[src/rtl/riscv_muldiv_unit_pkg.sv]
// Shared core definitions for the RV32M/RV64M multiply/divide unit.
// Op encoding follows instruction funct3 so decode can pass it straight through.
package riscv_muldiv_unit_pkg;

    typedef enum logic [2:0] {
        OP_MUL    = 3'b000,
        OP_MULH   = 3'b001,
        OP_MULHSU = 3'b010,
        OP_MULHU  = 3'b011,
        OP_DIV    = 3'b100,
        OP_DIVU   = 3'b101,
        OP_REM    = 3'b110,
        OP_REMU   = 3'b111
    } muldiv_op_t;

    localparam logic [6:0] FUNCT7_MULDIV = 7'b0000001;

    typedef enum logic [1:0] {
        IDLE = 2'd0,
        CALC = 2'd1,
        FIX  = 2'd2,
        DONE = 2'd3
    } muldiv_state_t;

    function automatic logic is_div_op(input muldiv_op_t op);
        return op[2];
    endfunction

endpackage

[src/rtl/riscv_muldiv_unit.sv]
// Iterative multiply (shift-add) / restoring divide, one bit per cycle; MULDIV_EARLY_OUT_EN skips CALC for trivial ops.
// Latency DATA_WIDTH+2 cycles counting the accept cycle (2 with early-out); result held in DONE until out_ready.
module riscv_muldiv_unit
    import riscv_muldiv_unit_pkg::*;
#(
    parameter int  DATA_WIDTH = 32,
    localparam int CNT_BITS   = $clog2(DATA_WIDTH + 1)
) (
    input  logic                  clk,
    input  logic                  rst,
    input  logic                  flush,
    input  logic                  in_valid,
    output logic                  in_ready,
    input  logic [2:0]            in_op,
    input  logic [DATA_WIDTH-1:0] in_a,
    input  logic [DATA_WIDTH-1:0] in_b,
    output logic                  out_valid,
    input  logic                  out_ready,
    output logic [DATA_WIDTH-1:0] out_result,
    output logic                  busy
);

    localparam int W = DATA_WIDTH;
    localparam logic [CNT_BITS-1:0] LAST_ITER = CNT_BITS'(DATA_WIDTH - 1);
    localparam logic [W-1:0]        MOST_NEG  = {1'b1, {(W-1){1'b0}}};

    function automatic logic [W-1:0] neg_if(input logic [W-1:0] v, input logic n);
        return n ? -v : v;
    endfunction

    muldiv_state_t       r_state, w_state_nxt;
    muldiv_op_t          r_op;
    logic [CNT_BITS-1:0] r_cnt;
    logic [2*W-1:0]      r_acc;
    logic [W-1:0]        r_opnd;
    logic                r_neg_q, r_neg_r, r_dz;
    logic [W-1:0]        r_result;

    muldiv_op_t     w_op;
    logic           w_accept, w_sa, w_sb, w_div, w_a_zero, w_b_zero, w_ovf, w_early;
    logic [W-1:0]   w_mag_a, w_mag_b;
    logic [2*W-1:0] w_init_acc, w_early_acc, w_step, w_prod;
    logic [W:0]     w_sum, w_rem_sh;
    logic [W+1:0]   w_trial;
    logic [W-1:0]   w_rem_nxt, w_fix_res;

    assign w_op     = muldiv_op_t'(in_op);
    assign w_accept = in_valid && (r_state == IDLE) && !flush;
    assign w_div    = is_div_op(w_op);
    assign w_sa     = in_a[W-1] && (w_op == OP_MULH || w_op == OP_MULHSU || w_op == OP_DIV || w_op == OP_REM);
    assign w_sb     = in_b[W-1] && (w_op == OP_MULH || w_op == OP_DIV || w_op == OP_REM);
    assign w_mag_a  = neg_if(in_a, w_sa);
    assign w_mag_b  = neg_if(in_b, w_sb);
    assign w_a_zero = (in_a == '0);
    assign w_b_zero = (in_b == '0);
    assign w_ovf    = (w_op == OP_DIV || w_op == OP_REM) && (in_a == MOST_NEG) && (in_b == '1);

`ifdef MULDIV_EARLY_OUT_EN
    assign w_early = w_a_zero || w_b_zero || (w_div && w_ovf);
`else
    assign w_early = 1'b0;
`endif

    // Early results are loaded in the same {rem,quo} / product layout CALC would leave behind
    always_comb begin
        w_init_acc  = {{W{1'b0}}, (w_div ? w_mag_a : w_mag_b)};
        w_early_acc = '0;
        if (w_div && w_b_zero)
            w_early_acc = {w_mag_a, {W{1'b1}}};
        else if (w_div && w_ovf)
            w_early_acc = {{W{1'b0}}, w_mag_a};
    end

    always_comb begin
        w_sum     = {1'b0, r_acc[2*W-1:W]} + (r_acc[0] ? {1'b0, r_opnd} : {(W+1){1'b0}});
        w_rem_sh  = r_acc[2*W-1:W-1];
        w_trial   = {1'b0, w_rem_sh} - {2'b00, r_opnd};
        w_rem_nxt = w_trial[W+1] ? w_rem_sh[W-1:0] : w_trial[W-1:0];
        if (is_div_op(r_op))
            w_step = {w_rem_nxt, r_acc[W-2:0], ~w_trial[W+1]};
        else
            w_step = {w_sum, r_acc[W-1:1]};
    end

    always_comb begin
        w_prod = r_neg_q ? -r_acc : r_acc;
        case (r_op)
            OP_MUL:                      w_fix_res = w_prod[W-1:0];
            OP_MULH, OP_MULHSU, OP_MULHU: w_fix_res = w_prod[2*W-1:W];
            OP_DIV, OP_DIVU:             w_fix_res = r_dz ? {W{1'b1}} : neg_if(r_acc[W-1:0], r_neg_q);
            default:                     w_fix_res = neg_if(r_acc[2*W-1:W], r_neg_r);
        endcase
    end

    always_comb begin
        w_state_nxt = r_state;
        in_ready    = (r_state == IDLE);
        out_valid   = (r_state == DONE);
        busy        = (r_state != IDLE);
        if (flush) begin
            w_state_nxt = IDLE;
        end else begin
            case (r_state)
                IDLE:    if (w_accept) w_state_nxt = w_early ? FIX : CALC;
                CALC:    if (r_cnt == LAST_ITER) w_state_nxt = FIX;
                FIX:     w_state_nxt = DONE;
                default: if (out_ready) w_state_nxt = IDLE;
            endcase
        end
    end

    always_ff @(posedge clk) begin
        if (rst) begin
            r_state  <= IDLE;
            r_op     <= OP_MUL;
            r_cnt    <= '0;
            r_acc    <= '0;
            r_opnd   <= '0;
            r_neg_q  <= 1'b0;
            r_neg_r  <= 1'b0;
            r_dz     <= 1'b0;
            r_result <= '0;
        end else begin
            r_state <= w_state_nxt;
            case (r_state)
                IDLE: if (w_accept) begin
                    r_op    <= w_op;
                    r_cnt   <= '0;
                    r_opnd  <= w_div ? w_mag_b : w_mag_a;
                    r_acc   <= w_early ? w_early_acc : w_init_acc;
                    r_neg_q <= w_sa ^ w_sb;
                    r_neg_r <= w_sa;
                    r_dz    <= w_div && w_b_zero;
                end
                CALC: if (!flush) begin
                    r_acc <= w_step;
                    r_cnt <= r_cnt + {{(CNT_BITS-1){1'b0}}, 1'b1};
                end
                FIX: if (!flush) r_result <= w_fix_res;
                default: ;
            endcase
        end
    end

    assign out_result = r_result;

endmodule

[config.mk]
export PLATFORM = sky130hd
export DESIGN_NAME = riscv_muldiv_unit
export DESIGN_NICKNAME = d
export VERILOG_FILES = /design/src/rtl/riscv_muldiv_unit_pkg.sv /design/src/rtl/riscv_muldiv_unit.sv
export SDC_FILE = /design/constraint.sdc
export NUM_CORES = 1
export LEC_CHECK = 0
export ABC_AREA = 1
export BUFFER_PORTS_ARGS = -buffer_cell sky130_fd_sc_hd__buf_2
export CORE_ASPECT_RATIO = 0.75
export CORE_MARGIN = 2
export CORE_UTILIZATION = 39
export DETAILED_ROUTE_END_ITERATION = 16
export GPL_ROUTABILITY_DRIVEN = 0
export PLACE_DENSITY_LB_ADDON = 0.1
export SLEW_MARGIN = 20
export SYNTH_ARGS = -nofsm -noshare
export SYNTH_HDL_FRONTEND = slang
export SYNTH_SLANG_ARGS = --single-unit
[constraint.sdc]
create_clock -name clk -period 2.54 [get_ports clk]
set_input_delay 0 -clock clk [delete_from_list [all_inputs] [get_ports clk]]
set_output_delay 0 -clock clk [all_outputs]
set_load 0.05 [all_outputs]
==> impl_metrics.ini <==
[timing]
slew_violations = 0
worst_pin_slew_ps = 926
slew_headroom_pct = 38.3
whs_ps = 23.4
max_freq_mhz = 399
setup_tns_ps = 0
rsz0062_at_grt = true
fin_crit_sh_pct = 98.8
hold_viol = 0
fin_skew_ps = 17.4
layout_min_cycle_time_ps = 2510
finalSetupViolCount = 0

[synth]
synth_area_sq_mm = 0.0176
ys_ff_latch = 142
synth-edff-count = 0
syn_avg_cell_area_sq_um = 5.35
yosysSeqAreaShare_pct = 16.2
yosysWarnings = 0
ys.flop_type = dfxtp_1
synth_cell_types = 57
async_reset_ff_share_pct = 0
syn-num-nets = 3438
synthCells = 3291

[grt]
grt_use_total_pct = 34.3
grt_pass1_vias = 20000
grt_pass1_wl_mm = 122
grt_max_degree = 67
grt_overflow = 0
antenna_found_initial = 2

[clock_tree]
clkTransAtPathRegs_ps = 70
root_buffer = clkbuf_16
clk_path_buf_depth = 2
clk_latency_ps = 470
htreeDepth = 4
clock-sinks = 142
cts_tree = built
cts_buffers = 17

[routing]
vias = 23200
viasPerCell = 5.60
drc = 0
drtIter0Drc = 3057
drt_pre_antenna_iters = 6
drt-total-wl_mm = 83.1
postRouteAntennaNets = 0
wire_per_inst_um = 20.1

[placed_design]
placed_area_sq_mm = 0.0201
port_buffers = 106
dp_hpwl_mm = 67.8

[setup_path]
endpoint_kind = register
worstSetupPathDepth = 8
cpLargestDelayFamily = simple AND/OR/NAND/NOR gates
rr_worst_depth = 8
crit_buf_inv = 1
path_cells = inv_1 > nand3_1 > nand3b_1 > nor2_1 > nor3_1 > nor3_1 > nand3b_1 > a21oi_1
timing.rr.end = out_result[17]
r2r_start = r_acc[14]
crit_type = reg -> reg
cp_slowest_cell = nor3_1
worstPathRequired_ps = 2850
critPathMaxStageDelay_ps = 670
cp-start-kind = register
r2r_slack_ps = 30
cp_max_fo = 6
critPathArrivalTime_ps = 2820

[hold_path]
hold_start = in_a[9]
whs_path_depth = 6
whs_endpoint = r_opnd[9]
worst_hold_path_type = in -> reg

[cells_and_area]
fin_area_sq_mm = 0.0214
diodes = 0
drive_gt1_share_pct = 16.2
final_common_cell = nand2_1
fin_util_pct = 48.1
final_cell_mix = nand2_1 (1019), inv_1 (495), nor2_1 (289)
area_delta_synth_final_pct = 21.8
final_nets = 3687

[pwr]
vdd_ir_drop_max_v = 0.000517
p_per_area_mw_per_mm2 = 413
p_leak_nw = 11.3

[floorplan]
initial_core_util_pct = 39.5
rows = 67
die_x_um = 249
die-area_sq_mm = 0.0469
core_area_sq_mm = 0.0446
io_pins = 107
die_y_um = 188

[status]
status = finished clean

[job]
drv_cap = 0
## cell usage after synthesis (3+ instances only)
cell type | n | area, sq um
nand3_2 | 7 | 70.1
nor3_1 | 29 | 145
or2_1 | 3 | 18.8
nand3_1 | 300 | 1500
xnor2_1 | 5 | 43.8
nand2_1 | 1041 | 3910
o31ai_1 | 3 | 22.5
nand3b_1 | 17 | 128
o221ai_1 | 9 | 78.8
buf_2 | 19 | 95.1
nor2_1 | 304 | 1140
clkinv_1 | 6 | 22.5
or2_2 | 12 | 75.1
and2_1 | 5 | 31.3
o21a_1 | 4 | 30.0
a31oi_1 | 15 | 93.8
buf_1 | 13 | 48.8
inv_1 | 498 | 1870
inv_2 | 14 | 52.6
nand2_2 | 11 | 68.8
nor4_1 | 7 | 43.8
buf_6 | 3 | 33.8
a21oi_2 | 6 | 52.6
a21oi_1 | 240 | 1200
nor2_4 | 6 | 67.6
ha_1 | 73 | 913
dfxtp_1 | 142 | 2840
nand4_1 | 41 | 257
a21o_1 | 4 | 30.0
o21ai_0 | 208 | 1040
clkbuf_1 | 75 | 282
o21bai_1 | 16 | 120
a211oi_1 | 4 | 30.0
xor2_1 | 61 | 534
o22ai_1 | 5 | 31.3
o21ai_1 | 15 | 75.1
o211ai_1 | 25 | 188
nor2_2 | 18 | 113
## per-stage QoR
stage	std cells	power (W)	setup slack, ps
finish	4138	0.00885	31.3
global route	4138	0.00926	-65.4
CTS	4132	0.00867	1.10
detailed placement	4090	0.00580	-98.4
global placement	4090	0.00578	-50.8
floorplan	3291	0.00453	15.8
## sequential cells by signal, indices dropped and copies added (netlist names)
name	flops
out_result	32
r_acc	64
r_op	3
r_cnt	6
r_opnd	32
r_neg_r	1
r_neg_q	1
r_dz	1
r_state	2
## worst reg2reg max path, stage by stage, from the launching register on
cell and delay, ps:
dfxtp_1 330, inv_1 280, nand3_1 270, nand3b_1 300, nor2_1 160, nor3_1 60
nor3_1 670, nand3b_1 230, a21oi_1 70
## cell families after synthesis
group                      share of synthesized area (%)
and+or+nand+nor                                     43.6
xor gates and xnor gates                            3.28
AOI/OAI and AO/OA                                   17.6
DFF                                                 16.2
adders and majority gates                           5.42
buffers and inverters                               13.9
## report_power, final
group | switching (W) | internal, W
Clock | 0.00119 | 0.00168
Combinational | 0.00243 | 0.00111
Sequential | 0.000124 | 0.00233
Total | 0.00374 | 0.00511
## area by class of cell
| type | instances | area (sq um) |
|---|---|---|
| sequential | 142 | 2870 |
| fill | 4853 | 23200 |
| clock buffer | 19 | 443 |
| clock inverter | 12 | 185 |
| multi-input combinational | 2518 | 12900 |
| inverter | 519 | 1950 |
| timing repair buffer | 342 | 2400 |
| tap | 586 | 733 |
## worst max path at each step
| stage | from | to | slack (ps) |
|---|---|---|---|
| 5_1_grt | r_opnd[7] | r_acc[44] | -70 |
| 3_5_place_dp | r_acc[0] | r_acc[42] | -100 |
| 4_1_cts | r_opnd[7] | r_acc[60] | 1 |
| 2_1_floorplan | r_acc[0] | r_acc[59] | 20 |
| 3_3_place_gp | r_acc[0] | r_acc[63] | -50 |
| 6_report | r_acc[14] | out_result[17] | 30 |
## routing by layer
layer	GRT usage, %	up-vias	part of all wire, %
met1	52.1	10700	45
met3	8.77	103	14
met5	0	-	0.016
met2	47.3	1340	39
met4	8.25	2	2.1
li1	-	11000	-
## what timing repair did
| item | in CTS | in global routing |
|---|---|---|
| pin swaps | 0 | 12 |
| hold buffers | 11 | 0 |
| gates cloned | 0 | 1 |
| hold endpoints to repair | 9 | 0 |
| buffers inserted | 0 | 5 |
| gates resized for setup | 14 | 127 |
| endpoints found under the setup margin | 10 | 37 |
No activity file was read; power rests on OpenSTA's default activity.
